**src/rtl/rx_fifo.sv**
```systemverilog
`default_nettype none
// ============================================================================
// Module   : rx_fifo
// Purpose  : Receive buffer between the serial rx character assembler and
//            the console keyboard IOT logic. Captures one character per rx
//            flag assertion, acknowledges it with a one-cycle clear pulse and
//            queues it in a DEPTH-entry first-word-fall-through FIFO. A
//            sticky overrun bit records characters dropped while full.
// Revision : 1.0  initial release
// ============================================================================
module rx_fifo #(
  parameter int DEPTH     = 16,
  parameter int ADDR_BITS = 4
) (
  input  logic                 clk,
  input  logic                 reset,
  input  logic                 clear,
  input  logic                 rx_flag,
  input  logic [0:7]           rx_char,
  output logic                 rx_clear_flag,
  input  logic                 rd,
  output logic [0:7]           rd_data,
  output logic                 not_empty,
  output logic [ADDR_BITS:0]   count,
  output logic                 overrun,
  input  logic                 clr_overrun
);

  localparam logic [ADDR_BITS:0]   c_full_count = (ADDR_BITS + 1)'(DEPTH);
  localparam logic [ADDR_BITS:0]   c_zero_count = '0;
  localparam logic [ADDR_BITS-1:0] c_ptr_one    = (ADDR_BITS)'(1);

  typedef enum logic [1:0] {
    IDLE      = 2'd0,
    ACK       = 2'd1,
    WAIT_DROP = 2'd2
  } state_t;

  state_t                state_q, state_d;
  logic [ADDR_BITS-1:0]  wr_ptr_q, wr_ptr_d;
  logic [ADDR_BITS-1:0]  rd_ptr_q, rd_ptr_d;
  logic [ADDR_BITS:0]    count_q, count_d;
  logic                  overrun_q, overrun_d;
  logic                  not_empty_q, not_empty_d;
  logic                  clear_flag_q, clear_flag_d;
  logic [0:7]            rd_data_q, rd_data_d;
  logic [0:7]            mem_q [DEPTH];

  logic                  capture;
  logic                  full;
  logic                  push;
  logic                  pop;
  logic                  discard;
  logic                  mem_we;

  // Capture FSM: one write attempt per rising rx_flag, then ack, then wait
  // for rx to drop its flag so a slow flag drop never causes a re-capture.
  always_comb begin
    state_d = state_q;
    capture = 1'b0;
    case (state_q)
      IDLE: begin
        if (rx_flag) begin
          capture = 1'b1;
          state_d = ACK;
        end
      end
      ACK:       state_d = WAIT_DROP;
      WAIT_DROP: if (!rx_flag) state_d = IDLE;
      default:   state_d = IDLE;
    endcase
    if (clear) begin
      state_d = IDLE;
    end
  end

  // FIFO bookkeeping: a full FIFO still accepts a character when the head
  // is popped in the same cycle; a pop on an empty FIFO is ignored.
  always_comb begin
    full      = (count_q == c_full_count);
    pop       = rd && (count_q != c_zero_count);
    push      = capture && (!full || rd);
    discard   = capture && !push;

    wr_ptr_d  = push ? (wr_ptr_q + c_ptr_one) : wr_ptr_q;
    rd_ptr_d  = pop  ? (rd_ptr_q + c_ptr_one) : rd_ptr_q;

    case ({push, pop})
      2'b10:   count_d = count_q + 1'b1;
      2'b01:   count_d = count_q - 1'b1;
      default: count_d = count_q;
    endcase

    // Setting wins over clearing when both happen together.
    if (discard) begin
      overrun_d = 1'b1;
    end else if (clr_overrun) begin
      overrun_d = 1'b0;
    end else begin
      overrun_d = overrun_q;
    end

    not_empty_d  = (count_d != c_zero_count);
    clear_flag_d = (state_d == ACK);

    // Registered head: if the new head is the slot being written this cycle
    // it comes straight from rx_char, otherwise from storage. When the FIFO
    // becomes empty the old value is held so it never picks up an unwritten
    // entry.
    if (count_d == c_zero_count) begin
      rd_data_d = rd_data_q;
    end else if (push && (wr_ptr_q == rd_ptr_d)) begin
      rd_data_d = rx_char;
    end else begin
      rd_data_d = mem_q[rd_ptr_d];
    end

    mem_we = push && !clear;

    if (clear) begin
      wr_ptr_d     = '0;
      rd_ptr_d     = '0;
      count_d      = '0;
      overrun_d    = 1'b0;
      not_empty_d  = 1'b0;
      clear_flag_d = 1'b0;
      rd_data_d    = '0;
    end
  end

  // Control and output registers with asynchronous reset.
  always_ff @(posedge clk or posedge reset) begin
    if (reset) begin
      state_q      <= IDLE;
      wr_ptr_q     <= '0;
      rd_ptr_q     <= '0;
      count_q      <= '0;
      overrun_q    <= 1'b0;
      not_empty_q  <= 1'b0;
      clear_flag_q <= 1'b0;
      rd_data_q    <= '0;
    end else begin
      state_q      <= state_d;
      wr_ptr_q     <= wr_ptr_d;
      rd_ptr_q     <= rd_ptr_d;
      count_q      <= count_d;
      overrun_q    <= overrun_d;
      not_empty_q  <= not_empty_d;
      clear_flag_q <= clear_flag_d;
      rd_data_q    <= rd_data_d;
    end
  end

  // Character storage; contents are only read once written, so no reset.
  always_ff @(posedge clk) begin
    if (mem_we) begin
      mem_q[wr_ptr_q] <= rx_char;
    end
  end

  assign rx_clear_flag = clear_flag_q;
  assign rd_data       = rd_data_q;
  assign not_empty     = not_empty_q;
  assign count         = count_q;
  assign overrun       = overrun_q;

endmodule
`default_nettype wire

```
**config.mk**
```make
export PLATFORM = sky130hd
export DESIGN_NAME = rx_fifo
export DESIGN_NICKNAME = d
export VERILOG_FILES = /design/src/rtl/rx_fifo.sv
export SDC_FILE = /design/constraint.sdc
export NUM_CORES = 1
export LEC_CHECK = 0
export ABC_AREA = 0
export CAP_MARGIN = 20
export CORE_MARGIN = 10
export CORE_UTILIZATION = 45
export DETAILED_ROUTE_END_ITERATION = 12
export HOLD_SLACK_MARGIN = 0.12
export PLACE_DENSITY = 0.7
export SETUP_SLACK_MARGIN = 0.5
export SYNTH_ARGS = -nofsm -noshare
export SYNTH_HDL_FRONTEND = slang
export SYNTH_SLANG_ARGS = --single-unit
```
**constraint.sdc**
```tcl
create_clock -name clk -period 4.9 [get_ports clk]
set_input_delay 0.49 -clock clk [delete_from_list [all_inputs] [get_ports clk]]
set_output_delay 0.49 -clock clk [all_outputs]
set_load 0.01 [all_outputs]
```
; ---- Word-level counts from Yosys, hierarchy flattened
; Memories as Yosys holds them, arrays and structs flattened.
; Cells that the tools add are included.
; Widths: inputs -> output; s select.
[op_classes]
n_addsub = 4
eq_ne = 8
mux = 22
n_reduce_logical = 15
[ops]
columns = operator, count
row1 = $mux 8, 3
row2 = $mux 4, 4
row3 = $pmux 5 s2, 1
row4 = $reduce_bool 5->1, 2
row5 = $mux 1, 9
row6 = $add 4x1->4 const B, 2
row7 = $eq 2x1->1 const B, 3
row8 = $mux 2, 3
row9 = $pmux 2 s3, 1
row10 = $add 5x1->5 const B, 1
row11 = $eq 5x5->1 const B, 1
row12 = $logic_and 1x1->1, 5
row13 = $logic_not 5->1, 1
row14 = $mux 5, 1
row15 = $sub 5x1->5 const B, 1
row16 = $eq 2x2->1 const B, 2
row17 = $eq 4x4->1, 1
row18 = $logic_not 1->1, 3
row19 = $reduce_bool 3->1, 1
row20 = $logic_not 2->1, 1
row21 = $ne 2x2->1 const B, 1
row22 = $reduce_bool 2->1, 1
row23 = $logic_or 1x1->1, 1
[word_totals]
regBits = 26
mem_bits_rw = 128
inputBits = 14
word_cells = 58
mem_count = 1
[memory_table]
columns = memory, depth, width, rd, rd_clocked_by_memory_dff, write_ports, line_no
row1 = mem_q, 16, 8, 1, 0, 1, 47  ; logic [0:7] mem_q [DEPTH];

; ---- Longest topological paths before layout
; Gate-level depths: netlist (run 1).
[depth]
word_depth = 9
mapped_depth = 17

; ---- Worst setup path before layout (run 1)
; Ideal clock, no wire load.
[synth_timing]
kind = register -> register
from = reg count_q[1], in the netlist count[1]
to = reg rd_data_q (netlist bit rd_data[1])
setup_time_ns = 0.137
arrival_ns = 3.519
path_slack_ns = 1.244
path_stages_with_launch = 18
n_path_buf = 4
period_less_slack_ns = 3.656
cell_sequence = dfrtp_1 -> buf_6 -> or4_4 -> o21ai_4 -> inv_4 -> clkbuf_1 -> ha_1 -> clkbuf_1 -> xor2_1 -> ha_1 -> and3b_1 -> o21ai_0 -> a21oi_1 -> xnor2_1 -> nand4_1 -> clkbuf_1 -> a21oi_1 -> a31oi_1
[synth_between]
elab_chain_len = 8
word_cells_on_any_way = 20
classes_between = add/sub (2) / eq/ne (5) / mux (5) / reduce/logical (7) / memory (1)
[synth_lines]
columns = item, line_no
row1 = "start, declared", 42  ; logic [ADDR_BITS:0] count_q, count_d;
row2 = "start signal, assigned", 146  ; count_q <= count_d;
row3 = branches (longest 8 deep; another with $mem_v2 16x8), --
row4 = "end signal, assigned", 150  ; rd_data_q <= rd_data_d;
row5 = "end, declared", 46  ; logic [0:7] rd_data_q, rd_data_d;
; Several ways; the timed one is not identified. The select of a mux whose other input is x is not followed.
; A chain may end at the register's enable or synchronous reset.

; ---- Final worst setup path (run 1)
[layout_timing]
from = reg count_q[0], in the netlist count[0]
to = reg rd_data_q (netlist bit rd_data[1])
; Same word-level chain as after synthesis.

==> results.sh, run 1 <==
export IMPL_core_um2=16700
export IMPL_setup_viol_count_final=0
export IMPL_crit_slowest_cell="or4_4"
export IMPL_startpoint="count[0]$_DFF_PP0_"
export IMPL_crit_path_end="rd_data[1]$_DFFE_PP0P_"
export IMPL_synthDistinctLibCells=55
export IMPL_drive_gt1_share_pct=22.7
export IMPL_cts_sinks=154
export IMPL_die_area_um2=22700
export IMPL_grtUsageTotal_pct=16.5
export IMPL_die_y_um=151
export IMPL_max_freq_mhz=265
export IMPL_cts_resized=0
export IMPL_wl_mm=18.1
export IMPL_crit_type="reg -> reg"
export IMPL_critPathArrivalTime_ns=4.13
export IMPL_syn_area_um2=7700
export IMPL_crit_family="compound AO/OA/AOI/OAI gates"
export IMPL_antenna_found_initial=0
export IMPL_num_rows=47
export IMPL_relSlewSlack_pct=36.9
export IMPL_rsz0062_at_grt="no"
export IMPL_yosys_top_cells_area="edfxtp_1 50%, mux4_2 19%, dfrtp_1 8.4%"
export IMPL_ant_nets=0
export IMPL_layout_common_cells="128 x edfxtp_1, 64 x mux4_2, 41 x nor2_1"
export IMPL_routed_via_density=6.22
export IMPL_clock_skew_ns=0.00877
export IMPL_fin_crit_sh_pct=77.1
export IMPL_cts_max_level=4
export IMPL_io_pins=30
export IMPL_grt_pass1_wl_mm=28.3
export IMPL_maxCapViolations=0
export IMPL_cp_buffers_inverters=4
export IMPL_gp_congestion=0.937
export IMPL_stdcell_count=762
export IMPL_nets=552
export IMPL_cts_tree="built"
export IMPL_timing_hold_ws_ns=0.345
export IMPL_cp_required_ns=5.25
export IMPL_dp_cells=728
export IMPL_yosysTopAreaCellShare_pct=49.9
export IMPL_first_pass_iters=5
export IMPL_clkLatencyLatePin_ns=0.43
export IMPL_worst_setup_path_end_kind="flip-flop"
export IMPL_grt_start_max_net_pins=40
export IMPL_die_x_um=151
export IMPL_setup_tns_final_ns=0
export IMPL_drt_drc_violations_left=0
export IMPL_wl_per_cell_um=23.8
export IMPL_reg2reg_setup_slack_ns=1.12
export IMPL_area_growth_pct=14.0
export IMPL_postSynth_asyncResetShare_pct=16.9
export IMPL_pwr_density_cell_nw_per_um2=492
export IMPL_ff2ff_path_depth=14
export IMPL_place_detailed_hpwl_mm=12.3
export IMPL_ys_flop_type="edfxtp_1"
export IMPL_vias=4741
export IMPL_critical_path_cell_count=14
export IMPL_nFillCells=1355
export IMPL_portBuffers=29
export IMPL_utilization_pct=52.6
export IMPL_mostFrequentLayoutCell="edfxtp_1"
export IMPL_drtIter0Drc=458
export IMPL_avgSynthCellArea_um2=15.2
export IMPL_synth_seq_cells=154
export IMPL_reg2reg_from="count[0]$_DFF_PP0_"
export IMPL_synth_largest_area_cell="edfxtp_1"
export IMPL_r2r_end="rd_data[1]$_DFFE_PP0P_"
export IMPL_ys_seq_area_share_pct=58.4
export IMPL_drv_slew=0
export IMPL_tightest_slew_ns=0.943
export IMPL_fin_crit_ns=3.78
export IMPL_leakagePower_uw=0.00286
export IMPL_outcome="completed"
export IMPL_vdd_ir_drop_max_mv=0.371
export IMPL_synthCells=505
export IMPL_synth_nets=527
export IMPL_gr_total_overflow=0
export IMPL_synth_edf_count=128
export IMPL_worstPathMaxFanout=20
export IMPL_start_util_pct=46.1
export IMPL_report_final_hold_viol_count=0
export IMPL_start_kind="flip-flop"
export IMPL_cts_path_max_buffers=2
export IMPL_clkTransAtPathRegs_ns=0.06
export IMPL_hold_class="in -> async"
export IMPL_slowest_delay_ns=0.60
export IMPL_n_antenna_cell=0
export IMPL_cts_root_buf="clkbuf_16"
export IMPL_grt_pass1_vias=4889
export IMPL_cp_cell_sequence="or4_4 -> o21ai_4 -> inv_4 -> ha_1 -> xor2_1 -> ha_1 -> inv_1 -> a32oi_1 -> a21oi_1 -> xnor2_1 -> nand4_1 -> buf_4 -> buf_4 -> a31oi_1"
export IMPL_cts_buffers=17
export IMPL_yosys_warnings=0
==> registers in the layout, indices dropped and copies added, names as in the netlist, 2 cells and up <==
signal and count:
rd_data 8, rd_ptr_q 4, count 5, wr_ptr_q 4
state_q 2, mem_q 128
==> worst min-delay path by stage <==
stage               slack (ns)            startpoint                     end
detailed placement        0.55   overrun$_DFFE_PP0P_     overrun$_DFFE_PP0P_
global route              0.35                 reset  rd_data[7]$_DFFE_PP0P_
floorplan                 0.52  state_q[1]$_DFF_PP0_    state_q[1]$_DFF_PP0_
finish                    0.34                 reset     not_empty$_DFF_PP0_
CTS                       0.56   overrun$_DFFE_PP0P_     overrun$_DFFE_PP0P_
global placement          0.53   overrun$_DFFE_PP0P_     overrun$_DFFE_PP0P_
==> metal layers <==
| layer | GRT usage (%) | vias to the layer above | wire [µm] | share of wire [%] |
|---|---|---|---|---|
| met2 | 26.1 | 200 | 8790 | 48 |
| met5 | 0 | - | 0 | 0 |
| met4 | 5.44 | 0 | 306 | 1.7 |
| li1 | - | 2038 | - | - |
| met3 | 4.33 | 31 | 1430 | 7.9 |
| met1 | 21.8 | 2472 | 7620 | 42 |
==> synthesized netlist by cell type, drive strengths merged (2+ instances only) <==
| library cell | number |
|---|---|
| nor3 | 9 |
| a31oi | 9 |
| buf | 20 |
| and2 | 2 |
| nand4 | 2 |
| nand2 | 27 |
| a21oi | 24 |
| nor2 | 42 |
| edfxtp | 128 |
| a22oi | 6 |
| a21boi | 2 |
| dfrtp | 26 |
| a311o | 7 |
| inv | 21 |
| xnor2 | 6 |
| mux4 | 64 |
| o31ai | 2 |
| o22ai | 9 |
| clkbuf | 13 |
| mux2i | 10 |
| ha | 8 |
| xor2 | 10 |
| o21ai | 8 |
| and3b | 3 |
| mux2 | 7 |
| nand2b | 14 |
| nor2b | 5 |
| a2bb2oi | 2 |
==> logic make-up after synthesis <==
group	count (synthesis)	synth area share, %
DFF	154	58.4
AOI/OAI and AO/OA	76	6.68
adders and majority gates	9	1.43
and+or+nand+nor	114	7.41
muxes	81	21.0
xor gates and xnor gates	16	1.82
buffers and inverters	55	3.25
==> where the power goes <==
| group | internal [µW] | leakage (µW) | total, µW | switching (µW) |
|---|---|---|---|---|
| sequential | 1500 | 0.00149 | 1610 | 114 |
| combinational | 715 | 0.00111 | 1480 | 762 |
| clock | 699 | 0.000259 | 1230 | 528 |
| total | 2910 | 0.00286 | 4320 | 1400 |
==> stage by stage <==
step | cell area (µm²) | power [µW] | setup slack [ns]
floorplan | 7700 | 2640 | 1.24
CTS | 8740 | 4290 | 0.753
global route | 8780 | 4520 | 0.934
finish | 8780 | 4320 | 1.12
detailed placement | 8190 | 3060 | 0.445
global placement | 8190 | 3000 | 0.705
==> cell type report <==
type                    instances  area, µm²  share of cell area, %
flip-flops and latches        154       4500                   51.2
multi-input cells             296       2970                   33.9
clock buffers                  18        429                   4.89
repair buffers                 39        398                   4.53
well taps                     220        275                   3.14
clock inverters                13        120                   1.37
inverters                      22       85.1                  0.969
==> repair_timing <==
| item | 4_1_cts | 5_1_grt |
|---|---|---|
| hold buffers | 0 | 0 |
| buffers inserted | 0 | 2 |
| setup endpoints to repair | 0 | 9 |
(Power assumes the default switching activity.)
==> inputs of run 2 (changes only) <==
Settings changed: PLACE_DENSITY 0.7 to 0.72.
Clock period 4.9 ns to 3.4 ns, I/O delays scaled along.
==> results.sh, run 2 (same netlist as run 1, synthesis figures left out) <==
export IMPL_worst_setup_path_end_kind="flip-flop"
export IMPL_largest_register="mem_q"
export IMPL_leakagePower_uw=0.00303
export IMPL_rsz0062_at_grt="yes"
export IMPL_start_util_pct=46.1
export IMPL_dp_cells=758
export IMPL_vias=4859
export IMPL_routed_via_density=6.10
export IMPL_n_antenna_cell=0
export IMPL_cts_tree="built"
export IMPL_grt_pass1_wl_mm=28.7
export IMPL_num_rows=47
export IMPL_place_detailed_hpwl_mm=12.6
export IMPL_wl_mm=18.3
export IMPL_drtIter0Drc=555
export IMPL_cp_required_ns=3.71
export IMPL_multi_input_area_um2=3060
export IMPL_antenna_found_initial=0
export IMPL_grtUsageTotal_pct=16.6
export IMPL_start_kind="flip-flop"
export IMPL_max_freq_mhz=321
export IMPL_p_sw_uw=2160
export IMPL_clkTransAtPathRegs_ns=0.06
export IMPL_tightest_slew_ns=0.782
export IMPL_die_area_um2=22700
export IMPL_reg2reg_setup_slack_ns=0.28
export IMPL_maxCapViolations=0
export IMPL_r2r_end="rd_data[4]$_DFFE_PP0P_"
export IMPL_drive_gt1_share_pct=30.5
export IMPL_ff2ff_path_depth=14
export IMPL_p_clk_share_pct=27.4
export IMPL_cts_path_max_buffers=2
export IMPL_io_pins=30
export IMPL_first_pass_iters=5
export IMPL_setup_viol_count_final=0
export IMPL_core_um2=16700
export IMPL_nFillCells=1307
export IMPL_worstPathMaxFanout=4
export IMPL_outcome="completed"
export IMPL_fin_crit_sh_pct=91.6
export IMPL_clock_skew_ns=0.00691
export IMPL_switching_share_pct=32.7
export IMPL_cts_max_level=4
export IMPL_report_final_hold_viol_count=0
export IMPL_cts_sinks=154
export IMPL_cts_buffers=17
export IMPL_nets=586
export IMPL_vdd_ir_drop_max_mv=0.417
export IMPL_wl_per_cell_um=22.9
export IMPL_die_y_um=151
export IMPL_grt_start_max_net_pins=50
export IMPL_stdcell_count=797
export IMPL_seq_power_share_pct=34.7
export IMPL_gr_total_overflow=0
export IMPL_combPwrFrac_pct=37.8
export IMPL_ant_nets=0
export IMPL_layout_common_cells="128 x edfxtp_1, 64 x mux4_2, 41 x buf_4"
export IMPL_portBuffers=29
export IMPL_gp_congestion=0.865
export IMPL_grt_pass1_vias=4931
export IMPL_critPathArrivalTime_ns=3.42
export IMPL_crit_type="reg -> reg"
export IMPL_utilization_pct=54.7
export IMPL_drt_drc_violations_left=0
export IMPL_die_x_um=151
export IMPL_setup_tns_final_ns=0
export IMPL_fin_crit_ns=3.12
export IMPL_reg2reg_from="count[1]$_DFF_PP0_"
export IMPL_area_growth_pct=18.7
export IMPL_p_int_uw=4440
export IMPL_relSlewSlack_pct=47.7
export IMPL_clkLatencyLatePin_ns=0.43
export IMPL_pwr_density_cell_nw_per_um2=722
export IMPL_hold_class="in -> async"
export IMPL_regArea_um2=4500
export IMPL_mostFrequentLayoutCell="edfxtp_1"
export IMPL_largest_reg_flops=128
export IMPL_cts_root_buf="clkbuf_16"
export IMPL_drv_slew=0
## run 2: what timing repair did
| item | in CTS | in global routing |
|---|---|---|
| pin swaps | 7 | 8 |
| hold buffers | 0 | 0 |
| resized for setup | 7 | 17 |
| setup buffers | 4 | 1 |
| setup endpoints to repair | 9 | 9 |
| gates cloned | 0 | 2 |
| hold endpoints to repair | 0 | 0 |
## run 2: critical path, stage by stage, from the launching register on
cell     delay [ns]
dfrtp_1        0.38
or4_4          0.56
o21ai_4        0.21
inv_4          0.06
ha_4           0.16
xor2_1         0.14
ha_2           0.20
a21oi_2        0.15
xor2_1         0.24
nor2_2         0.10
xnor2_2        0.17
nand4_1        0.21
buf_4          0.22
a21oi_1        0.15
a31oi_1        0.06
## run 2: layout make-up
cell class	count	area share, %
Inverter	22	0.931
Sequential cell	154	49.2
Multi-Input combinational cell	296	33.5
Clock inverter	14	1.51
Timing Repair Buffer	73	7.11
Clock buffer	18	4.70
Tap cell	220	3.01
## run 2: layer usage
layer,routed length [µm],track usage [%],share of wire [%]
met1,7490,21.7,41
met2,8990,26.6,49
met3,1420,4.45,7.8
met4,369,5.29,2.0
met5,0,0,0
## run 2: how the worst max path moves through the flow
stage / from / endpoint / slack, ns / cells after the start
after floorplan: count[2]$_DFF_PP0_ / rd_data[1]$_DFFE_PP0P_ / -0.06 / 17
after global placement: rx_flag / rd_data[3]$_DFFE_PP0P_ / 0.19 / 15
after detailed placement: rx_flag / rd_data[7]$_DFFE_PP0P_ / -0.07 / 15
after CTS: count[0]$_DFF_PP0_ / rd_data[7]$_DFFE_PP0P_ / 0.43 / 14
after global routing: count[1]$_DFF_PP0_ / rd_data[4]$_DFFE_PP0P_ / 0.15 / 14
final: count[1]$_DFF_PP0_ / rd_data[4]$_DFFE_PP0P_ / 0.28 / 14
## run 2: stage by stage
stage                     hold slack, ns  worst slack, ns  instance area [µm²]  power (µW)
after detailed placement           0.552          -0.0651                 8430        4510
after global placement             0.531            0.186                 8430        4420
after CTS                          0.269            0.429                 9040        6380
after global routing               0.312            0.153                 9140        6910
after floorplan                    0.380          -0.0561                 7750        3900
final                              0.270            0.284                 9140        6590
## run 2: power by group through the flow
stage	Sequential [µW]	Combinational, µW	Clock [µW]
3_5_place_dp	2320	2190	0
5_1_grt	2300	2680	1920
6_report	2290	2500	1810
3_3_place_gp	2310	2110	0
4_1_cts	2280	2270	1830
2_1_floorplan	2300	1600	0
